--- src/rtl/adc_bcd_if.sv ---
// adc_bcd_if: sample-in / digits-out bundle for the ADC BCD converter.
//   i_data, i_data_valid : unsigned sample plus a one-cycle strobe (producer -> converter)
//   o_ones..o_thousands  : BCD digits of the last completed conversion
//   o_done               : one-cycle pulse when the digits update
//   o_busy               : conversion in flight; samples are not accepted
//   o_overrun            : one-cycle pulse, a sample arrived while busy
// master = sample producer / display consumer side, slave = converter.
interface adc_bcd_if #(
  parameter int DATA_W = 12
);
  logic [DATA_W-1:0] i_data;
  logic              i_data_valid;
  logic [3:0]        o_ones;
  logic [3:0]        o_tens;
  logic [3:0]        o_hundreds;
  logic [3:0]        o_thousands;
  logic              o_done;
  logic              o_busy;
  logic              o_overrun;

  modport master (
    output i_data, i_data_valid,
    input  o_ones, o_tens, o_hundreds, o_thousands, o_done, o_busy, o_overrun
  );

  modport slave (
    input  i_data, i_data_valid,
    output o_ones, o_tens, o_hundreds, o_thousands, o_done, o_busy, o_overrun
  );
endinterface

--- src/rtl/adc_bcd_conv.sv ---
// adc_bcd_conv: iterative double-dabble conversion of an ADC sample into four
// BCD digits, one binary bit per clock.
//   clk   : system clock, rising edge
//   reset : synchronous, active high
//   bus   : adc_bcd_if.slave (sample in, digits/done/busy/overrun out)
// Optional feature macro ADC_BCD_AVG_EN: average 2^AVG_LOG2 accepted samples
// and convert the truncated mean instead of every sample.
module adc_bcd_conv #(
  parameter int DATA_W   = 12,
  parameter int AVG_LOG2 = 2
) (
  input  logic      clk,
  input  logic      reset,
  adc_bcd_if.slave  bus
);
  localparam int W_W   = 16 + DATA_W;
  localparam int CNT_W = $clog2(DATA_W + 1);

  // Elaboration-time parameter range guard.
  if (DATA_W < 4 || DATA_W > 13) begin : g_bad_data_w
    $error("adc_bcd_conv: DATA_W out of range 4..13");
  end
  if (AVG_LOG2 < 1 || AVG_LOG2 > 4) begin : g_bad_avg_log2
    $error("adc_bcd_conv: AVG_LOG2 out of range 1..4");
  end

  typedef enum logic {IDLE, SHIFT} state_t;

  state_t            state_q, state_d;
  logic [W_W-1:0]    work_q;     // {bcd[15:0], binary[DATA_W-1:0]}
  logic [W_W-1:0]    work_nxt;
  logic [15:0]       bcd_adj;
  logic [CNT_W-1:0]  cnt_q;
  logic              accept;
  logic              start;
  logic [DATA_W-1:0] start_val;
  logic              last_iter;
  logic [15:0]       digits_q;
  logic              done_q;
  logic              overrun_q;

  assign accept    = (state_q == IDLE) && bus.i_data_valid;
  assign last_iter = (state_q == SHIFT) && (cnt_q == CNT_W'(DATA_W - 1));

`ifdef ADC_BCD_AVG_EN
  localparam int ACC_W = DATA_W + AVG_LOG2;

  logic [ACC_W-1:0]    acc_q;
  logic [ACC_W-1:0]    acc_sum;
  logic [AVG_LOG2-1:0] nsmp_q;

  // The last sample of a window is summed combinationally so conversion
  // starts with the same latency as direct mode.
  assign acc_sum   = acc_q + ACC_W'(bus.i_data);
  assign start     = accept && (&nsmp_q);
  assign start_val = DATA_W'(acc_sum >> AVG_LOG2);

  always_ff @(posedge clk) begin
    if (reset) begin
      acc_q  <= '0;
      nsmp_q <= '0;
    end else if (accept) begin
      nsmp_q <= nsmp_q + AVG_LOG2'(1);
      acc_q  <= start ? '0 : acc_sum;
    end
  end
`else
  assign start     = accept;
  assign start_val = bus.i_data;
`endif

  // Add-3 on every nibble >= 5 (all from the pre-correction value), then shift.
  always_comb begin
    bcd_adj = work_q[W_W-1 -: 16];
    for (int i = 0; i < 4; i++) begin
      if (work_q[DATA_W + 4*i +: 4] >= 4'd5)
        bcd_adj[4*i +: 4] = work_q[DATA_W + 4*i +: 4] + 4'd3;
    end
    work_nxt = {bcd_adj, work_q[DATA_W-1:0]} << 1;
  end

  always_ff @(posedge clk) begin
    if (reset) state_q <= IDLE;
    else       state_q <= state_d;
  end

  always_comb begin
    state_d = state_q;
    case (state_q)
      IDLE:    if (start)     state_d = SHIFT;
      SHIFT:   if (last_iter) state_d = IDLE;
      default: state_d = IDLE;
    endcase
  end

  always_ff @(posedge clk) begin
    if (reset) begin
      work_q    <= '0;
      cnt_q     <= '0;
      digits_q  <= '0;
      done_q    <= 1'b0;
      overrun_q <= 1'b0;
    end else begin
      done_q    <= last_iter;
      overrun_q <= bus.i_data_valid && (state_q == SHIFT);
      if (start) begin
        work_q <= {16'd0, start_val};
        cnt_q  <= '0;
      end else if (state_q == SHIFT) begin
        work_q <= work_nxt;
        cnt_q  <= cnt_q + CNT_W'(1);
      end
      // Final iteration writes its shifted result straight to the digits.
      if (last_iter) digits_q <= work_nxt[W_W-1 -: 16];
    end
  end

  assign bus.o_ones      = digits_q[3:0];
  assign bus.o_tens      = digits_q[7:4];
  assign bus.o_hundreds  = digits_q[11:8];
  assign bus.o_thousands = digits_q[15:12];
  assign bus.o_done      = done_q;
  assign bus.o_busy      = (state_q == SHIFT);
  assign bus.o_overrun   = overrun_q;
endmodule

--- src/flat_wrapper.sv ---
// flat-port wrapper written by rule: the top's interface ports become plain ports
module adc_bcd_conv_flat 
#(
  parameter int DATA_W   = 12,
  parameter int AVG_LOG2 = 2
)
  (clk, reset, bus_i_data, bus_i_data_valid, bus_o_ones, bus_o_tens, bus_o_hundreds, bus_o_thousands, bus_o_done, bus_o_busy, bus_o_overrun);
  adc_bcd_if #(.DATA_W(DATA_W)) bus_i ();
  input  logic clk;
  input  logic reset;
  input wire logic [$bits(bus_i.i_data)-1:0] bus_i_data;
  input wire logic [$bits(bus_i.i_data_valid)-1:0] bus_i_data_valid;
  output wire logic [$bits(bus_i.o_ones)-1:0] bus_o_ones;
  output wire logic [$bits(bus_i.o_tens)-1:0] bus_o_tens;
  output wire logic [$bits(bus_i.o_hundreds)-1:0] bus_o_hundreds;
  output wire logic [$bits(bus_i.o_thousands)-1:0] bus_o_thousands;
  output wire logic [$bits(bus_i.o_done)-1:0] bus_o_done;
  output wire logic [$bits(bus_i.o_busy)-1:0] bus_o_busy;
  output wire logic [$bits(bus_i.o_overrun)-1:0] bus_o_overrun;
  assign bus_i.i_data = bus_i_data;
  assign bus_i.i_data_valid = bus_i_data_valid;
  assign bus_o_ones = bus_i.o_ones;
  assign bus_o_tens = bus_i.o_tens;
  assign bus_o_hundreds = bus_i.o_hundreds;
  assign bus_o_thousands = bus_i.o_thousands;
  assign bus_o_done = bus_i.o_done;
  assign bus_o_busy = bus_i.o_busy;
  assign bus_o_overrun = bus_i.o_overrun;
  adc_bcd_conv #(.DATA_W(DATA_W), .AVG_LOG2(AVG_LOG2)) u_core (.clk(clk), .reset(reset), .bus(bus_i));
endmodule
--- config.mk ---
export PLATFORM = sky130hd
export DESIGN_NAME = adc_bcd_conv_flat
export DESIGN_NICKNAME = d
export VERILOG_FILES = /design/src/rtl/adc_bcd_if.sv /design/src/rtl/adc_bcd_conv.sv /design/src/flat_wrapper.sv
export SDC_FILE = /design/constraint.sdc
export NUM_CORES = 1
export LEC_CHECK = 0
export ABC_AREA = 1
export CELL_PAD_IN_SITES_DETAIL_PLACEMENT = 1
export CELL_PAD_IN_SITES_GLOBAL_PLACEMENT = 1
export CORE_MARGIN = 5
export CORE_UTILIZATION = 41
export DETAILED_ROUTE_END_ITERATION = 16
export GPL_TIMING_DRIVEN = 0
export PLACE_DENSITY_LB_ADDON = 0.1
export SYNTH_ARGS = -nofsm -noshare
export SYNTH_HDL_FRONTEND = slang
export SYNTH_SLANG_ARGS = --single-unit
--- constraint.sdc ---
create_clock -name clk -period 2.8 [get_ports clk]
set_input_delay 0.28 -clock clk [delete_from_list [all_inputs] [get_ports clk]]
set_output_delay 0.28 -clock clk [all_outputs]
set_load 0.05 [all_outputs]
==> reports/results.tsv, run 1 <==
metric	value	unit
wl_met2	3010	um
slew_headroom	0.655	
setup-violations-final	0	
arrival	1.49	ns
worst-path-max-fanout	2	
grt_max_degree	14	
endpoint_kind	output pin	
power_per_cell_area	464	nW/um^2
intPower	0.995	mW
slowest_stage	clkdlybuf4s50_1	
fp.dieArea	7610	um^2
clk_latency	0.30	ns
syn_to_final_growth	20.3	%
cp_cell_sequence	clkdlybuf4s50_1	
reg2reg_to	u_core.digits_q[11]	
cp.depth	1	
postLayoutCoreUtil	0.503	
fmax	565	MHz
avgRoutedWirePerCell	12.7	um
num_antenna_cells	0	
cts_made_buffers	5	
startpoint_type	register	
tightest_slew	0.515	ns
drive_gt1_frac	0.0650	
fin_nets	425	
start_util	0.418	
r2r_cells	8	
cts_tree	done	
p_clk_frac	0.291	
synth_cell_types	21	
viasPerCell	4.88	
sequentialPowerShare	0.563	
post-route-drc-count	0	
drv_slew	0	
wl_met1	2740	um
syn-instance-count	361	
synth_nets	385	
min_path_cells	2	
power.switching	0.371	mW
r2r-start	u_core.cnt_q[0]	
coreArea	5850	um^2
grt_usage	0.174	
fillers	801	
irDropWorstVdd	210	uV
antenna_left	0	
dr.pass1.iters	4	
io_buffers	33	
crit_family	buffers and inverters	
hp-start	u_core.digits_q[0]	
ctsHtreeMaxLevel	2	
hold-path-endpoint	u_core.digits_q[0]	
hold_buffers	0	
synth_area_per_cell	6.78	um^2
post_synth_instance_area	2450	um^2
initialDrtViolationCount	83	
synth_warnings	0	
comb_power_share	0.146	
critical_path.max_stage_delay	0.82	ns
cts_sinks	51	
period_share	0.632	
gr-total-overflow	0	
switching_share	0.272	
wl_met3	224	um
min_period	1.77	ns
path_class	reg2out	
min-delay-path-class	reg2reg	
regArea	1020	um^2
final_cell_area	2940	um^2
highest_layer	met4	
multi_input_comb_area	1140	um^2
num_rows	28	
grt_first_pass_wirelength	10800	um
ys_seq_area_frac	0.417	
rsz0062_at_grt	false	
synth-seq-cells	51	
die_x	87.3	um
antenna_found_initial	0	
finalHoldViolCount	0	
hpwl	4530	um
rrSetupSlack	1.46	ns
crit_buf_inv	1	
status	finished clean	
via_count	2316	
drv_cap	0	
routabilityCongestion	0.800	
p_total	1.37	mW
die_h	87.3	um
clk_pin_slew	0.08	ns
cts-root-buf	clkbuf_8	
leakage	1.50	nW
setup_ws	1.03	ns
first_global_vias	2437	
required	2.52	ns
clockBufferDepth	2	
finalClockSkew	0.00504	ns
cts_resized	0	
routed_wl	6020	um
io_pins	34	
cts_setup_buffers	0	
placed_area	2870	um^2
pre_cts_ws	1.11	ns
fin_tns_setup	0	ns
worst max path at each step:
stage	slack (ns)	to	start
finish	1.03	bus_o_busy	u_core.bus.o_busy
CTS	1.01	bus_o_busy	u_core.bus.o_busy
detailed placement	1.11	u_core.digits_q[11]	reset
global route	0.98	bus_o_busy	u_core.bus.o_busy
floorplan	1.30	u_core.digits_q[10]	u_core.bus.o_busy
global placement	1.13	u_core.digits_q[7]	reset
power by group through the flow:
stage | registers, mW | logic (mW) | clock network (mW)
2_1_floorplan | 0.786 | 0.132 | 0
3_3_place_gp | 0.785 | 0.195 | 0
3_5_place_dp | 0.786 | 0.202 | 0
4_1_cts | 0.769 | 0.203 | 0.414
5_1_grt | 0.773 | 0.230 | 0.447
6_report | 0.769 | 0.200 | 0.397
layout by cell type (no fill, tap or decap):
cell type / netlist / routed
nand2_1: 147 / 147
dfxtp_1: 51 / 51
inv_1: 47 / 47
clkdlybuf4s50_1: 0 / 33
nand3_1: 30 / 30
nor2_1: 16 / 16
a21oi_1: 16 / 16
nand4_1: 9 / 9
o21ai_0: 9 / 9
ha_1: 9 / 9
inv_2: 7 / 7
buf_2: 5 / 5
clkbuf_8: 0 / 5
buf_6: 4 / 4
a21boi_0: 3 / 3
clkbuf_1: 1 / 2
nor2_4: 1 / 1
nor2_8: 1 / 1
buf_4: 1 / 1
nor2_2: 1 / 1
nand4_2: 1 / 1
nor3_1: 1 / 1
xor2_1: 1 / 1
synthesized netlist by cell type (all sizes together):
library cell	n	area, um^2
nand4	10	68.8
inv	54	203
dfxtp	51	1020
ha	9	113
o21ai	9	45.0
a21oi	16	80.1
xor2	1	8.76
nand2	147	552
nand3	30	150
nor2	19	97.6
a21boi	3	22.5
clkbuf	1	3.75
nor3	1	5.00
buf	10	77.6
registers in the layout, indices dropped and copies added (netlist names):
| signal | cells |
|---|---|
| u_core.bus.o_busy | 1 |
| u_core.bus.o_done | 1 |
| u_core.bus.o_overrun | 1 |
| u_core.cnt_q | 4 |
| u_core.digits_q | 16 |
| u_core.work_q | 28 |
cell type report:
type,instances,share of cell area
multi-input combinational,245,0.388
sequential,51,0.347
timing repair buffer,33,0.112
inverter,54,0.0688
tap,75,0.0319
buffer,11,0.0276
clock buffer,6,0.0246
cells by family (layout without fill, tap and decap cells):
| group | after synthesis | in the layout | share of synthesized area |
|---|---|---|---|
| compound gates | 28 | 28 | 0.0603 |
| xor+xnor | 1 | 1 | 0.00358 |
| fa+ha+maj | 9 | 9 | 0.0460 |
| buf+inv | 65 | 104 | 0.116 |
| flops | 51 | 51 | 0.417 |
| simple gates | 207 | 207 | 0.357 |
stage by stage:
step	instances	hold WS, ns
3_3_place_gp	469	0.430
6_report	475	0.452
2_1_floorplan	361	0.349
5_1_grt	475	0.478
3_5_place_dp	469	0.441
4_1_cts	475	0.456
layer usage:
layer	global-route usage	vias up
li1	-	1187
met1	0.213	1084
met2	0.317	41
met3	0.0312	4
met4	0.0335	0
met5	0	-
Note: power is estimated with default switching activity, not from simulation.
==> run 2: changes to the inputs <==
--- a/config.mk
+++ b/config.mk
@@ -9,7 +9,7 @@
 export CELL_PAD_IN_SITES_DETAIL_PLACEMENT = 1
 export CELL_PAD_IN_SITES_GLOBAL_PLACEMENT = 1
 export CORE_MARGIN = 5
-export CORE_UTILIZATION = 41
+export CORE_UTILIZATION = 35
 export DETAILED_ROUTE_END_ITERATION = 16
 export GPL_TIMING_DRIVEN = 0
 export PLACE_DENSITY_LB_ADDON = 0.1
==> constraint.sdc (replaced) <==
create_clock -name clk -period 1.5 [get_ports clk]
set_input_delay 0.15 -clock clk [delete_from_list [all_inputs] [get_ports clk]]
set_output_delay 0.15 -clock clk [all_outputs]
set_load 0.05 [all_outputs]
==> reports/results.tsv, run 2 (synthesis results as in run 1) <==
metric	value	unit	change
leakage	1.61	nW	+7.4%
min_period	1.36	ns	
drv_cap	0		unchanged
status	finished clean		
hpwl	4480	um	-1.0%
hold_buffers	0		unchanged
rrSetupSlack	0.14	ns	-1.32 ns
setup-violations-final	0		unchanged
post-route-drc-count	0		unchanged
fmax	736	MHz	
crit_start	u_core.cnt_q[0]		
tightest_slew	0.501	ns	-0.0143 ns
routabilityCongestion	0.783		-2.2%
largest_reg_flops	28		unchanged
initialDrtViolationCount	54		-35%
multi_input_comb_area	1140	um^2	unchanged
start_util	0.360		-0.0581
required	1.76	ns	-0.76 ns
antenna_found_initial	0		unchanged
cts-root-buf	clkbuf_8		
drv_slew	0		unchanged
grt_max_degree	17		+3
cts_made_buffers	5		unchanged
avgRoutedWirePerCell	11.8	um	-6.6%
grt_first_pass_wirelength	10200	um	-5.4%
gr-total-overflow	0		unchanged
r2r-start	u_core.cnt_q[0]		
clockBufferDepth	2		unchanged
routed_wl	5900	um	-2.0%
regArea	1020	um^2	+0.24%
met3_usage	0.0249		-0.00628
endpoint_kind	register		
worst-path-max-fanout	10		+8
max_flop_register	u_core.work_q		
layout_common_cells	nand2_1 (147), dfxtp_1 (49), inv_1 (47)		
p_total	2.77	mW	+100%
period_share	0.906		
setup.worst_path.end	u_core.digits_q[3]		
syn_to_final_growth	22.1	%	
ctsHtreeMaxLevel	2		unchanged
r2r_cells	8		unchanged
grt_use_met2	0.253		-0.0646
clk_latency	0.31	ns	about the same
rsz0062_at_grt	false		
finalHoldViolCount	0		unchanged
clk_pin_slew	0.10	ns	+0.02 ns
dr.pass1.iters	4		unchanged
first_global_vias	2281		-6.4%
via_count	2256		-2.6%
grt_usage	0.145		-0.0285
num_antenna_cells	0		unchanged
irDropWorstVdd	442	uV	+110%
viasPerCell	4.53		-7.1%
num_rows	30		+7.1%
finalClockSkew	0.0108	ns	+0.00580 ns
grt.busiest_layer	met2		
postLayoutCoreUtil	0.440		-0.0632
drive_gt1_frac	0.0771		+0.0121
path_class	reg2reg		
die_x	93.6	um	+7.3%
reg2reg_to	u_core.digits_q[3]		
fin_nets	425		unchanged
fp.dieArea	8760	um^2	+15%
min-delay-path-class	in2reg		
met1_usage	0.184		-0.0295
io_buffers	33		unchanged
io_pins	34		unchanged
fillers	888		+11%
reg.largest.list	u_core.work_q (28), u_core.digits_q (16), u_core.cnt_q (4)		
arrival	1.62	ns	+0.13 ns
cts_sinks	51		unchanged
cts_tree	done		
coreArea	6790	um^2	+16%
startpoint_type	register		
antenna_left	0		unchanged
power_per_cell_area	928	nW/um^2	+100%
layout_commonest_cell	nand2_1		
slew_headroom	0.667		+0.0119
die_h	93.6	um	+7.3%
run 2: what timing repair did:
| item | CTS | global route |
|---|---|---|
| gates resized for setup | 19 | 1 |
| setup endpoints to repair | 19 | 2 |
| setup buffers | 0 | 0 |
run 2: critical path, cell delays in order (launching register included):
cell and delay, ns:
dfxtp_1 0.42, ha_1 0.18, nand2_1 0.06, inv_2 0.08
nand4_2 0.10, inv_2 0.17, buf_6 0.17, nand2_1 0.07
nand2_1 0.07
run 2: area by class of cell:
class	instances	share of cell area
clock inverters	3	0.0147
inverters	54	0.0678
well taps	96	0.0402
plain buffers	11	0.0272
clock buffers	5	0.0230
repair buffers	33	0.103
multi-input cells	245	0.382
flip-flops and latches	51	0.342
run 2: worst min-delay path by stage:
| stage | start | to | slack [ns] | cells after the start |
|---|---|---|---|---|
| floorplan | reset | u_core.work_q[0] | 0.22 | 1 |
| global placement | u_core.digits_q[7] | u_core.digits_q[7] | 0.43 | 2 |
| detailed placement | u_core.digits_q[11] | u_core.digits_q[11] | 0.44 | 2 |
| CTS | bus_i_data[0] | u_core.work_q[0] | 0.38 | 3 |
| global route | bus_i_data[0] | u_core.work_q[0] | 0.41 | 3 |
| finish | bus_i_data[0] | u_core.work_q[0] | 0.39 | 3 |
run 2: power by group:
part,switching (mW),internal (mW)
logic,0.224,0.142
clock network,0.476,0.498
registers,0.0340,1.40
run 2: layer usage:
metal	wire, um	part of all wire	up-vias
li1	-	-	1190
met2	2850	0.48	26
met3	145	0.025	8
met4	71	0.012	0
met5	0	0	-
met1	2830	0.48	1032
run 2: through the flow:
step	setup slack (ns)	TNS [ns]	hold WS (ns)	std cells	instance area [um^2]
global placement	-0.0694	-0.494	0.430	490	2900
global route	0.00998	0	0.405	498	2990
finish	0.141	0	0.391	498	2990
floorplan	0.173	0	0.219	361	2450
CTS	0.117	0	0.384	498	2990
detailed placement	-0.0802	-0.721	0.437	490	2900
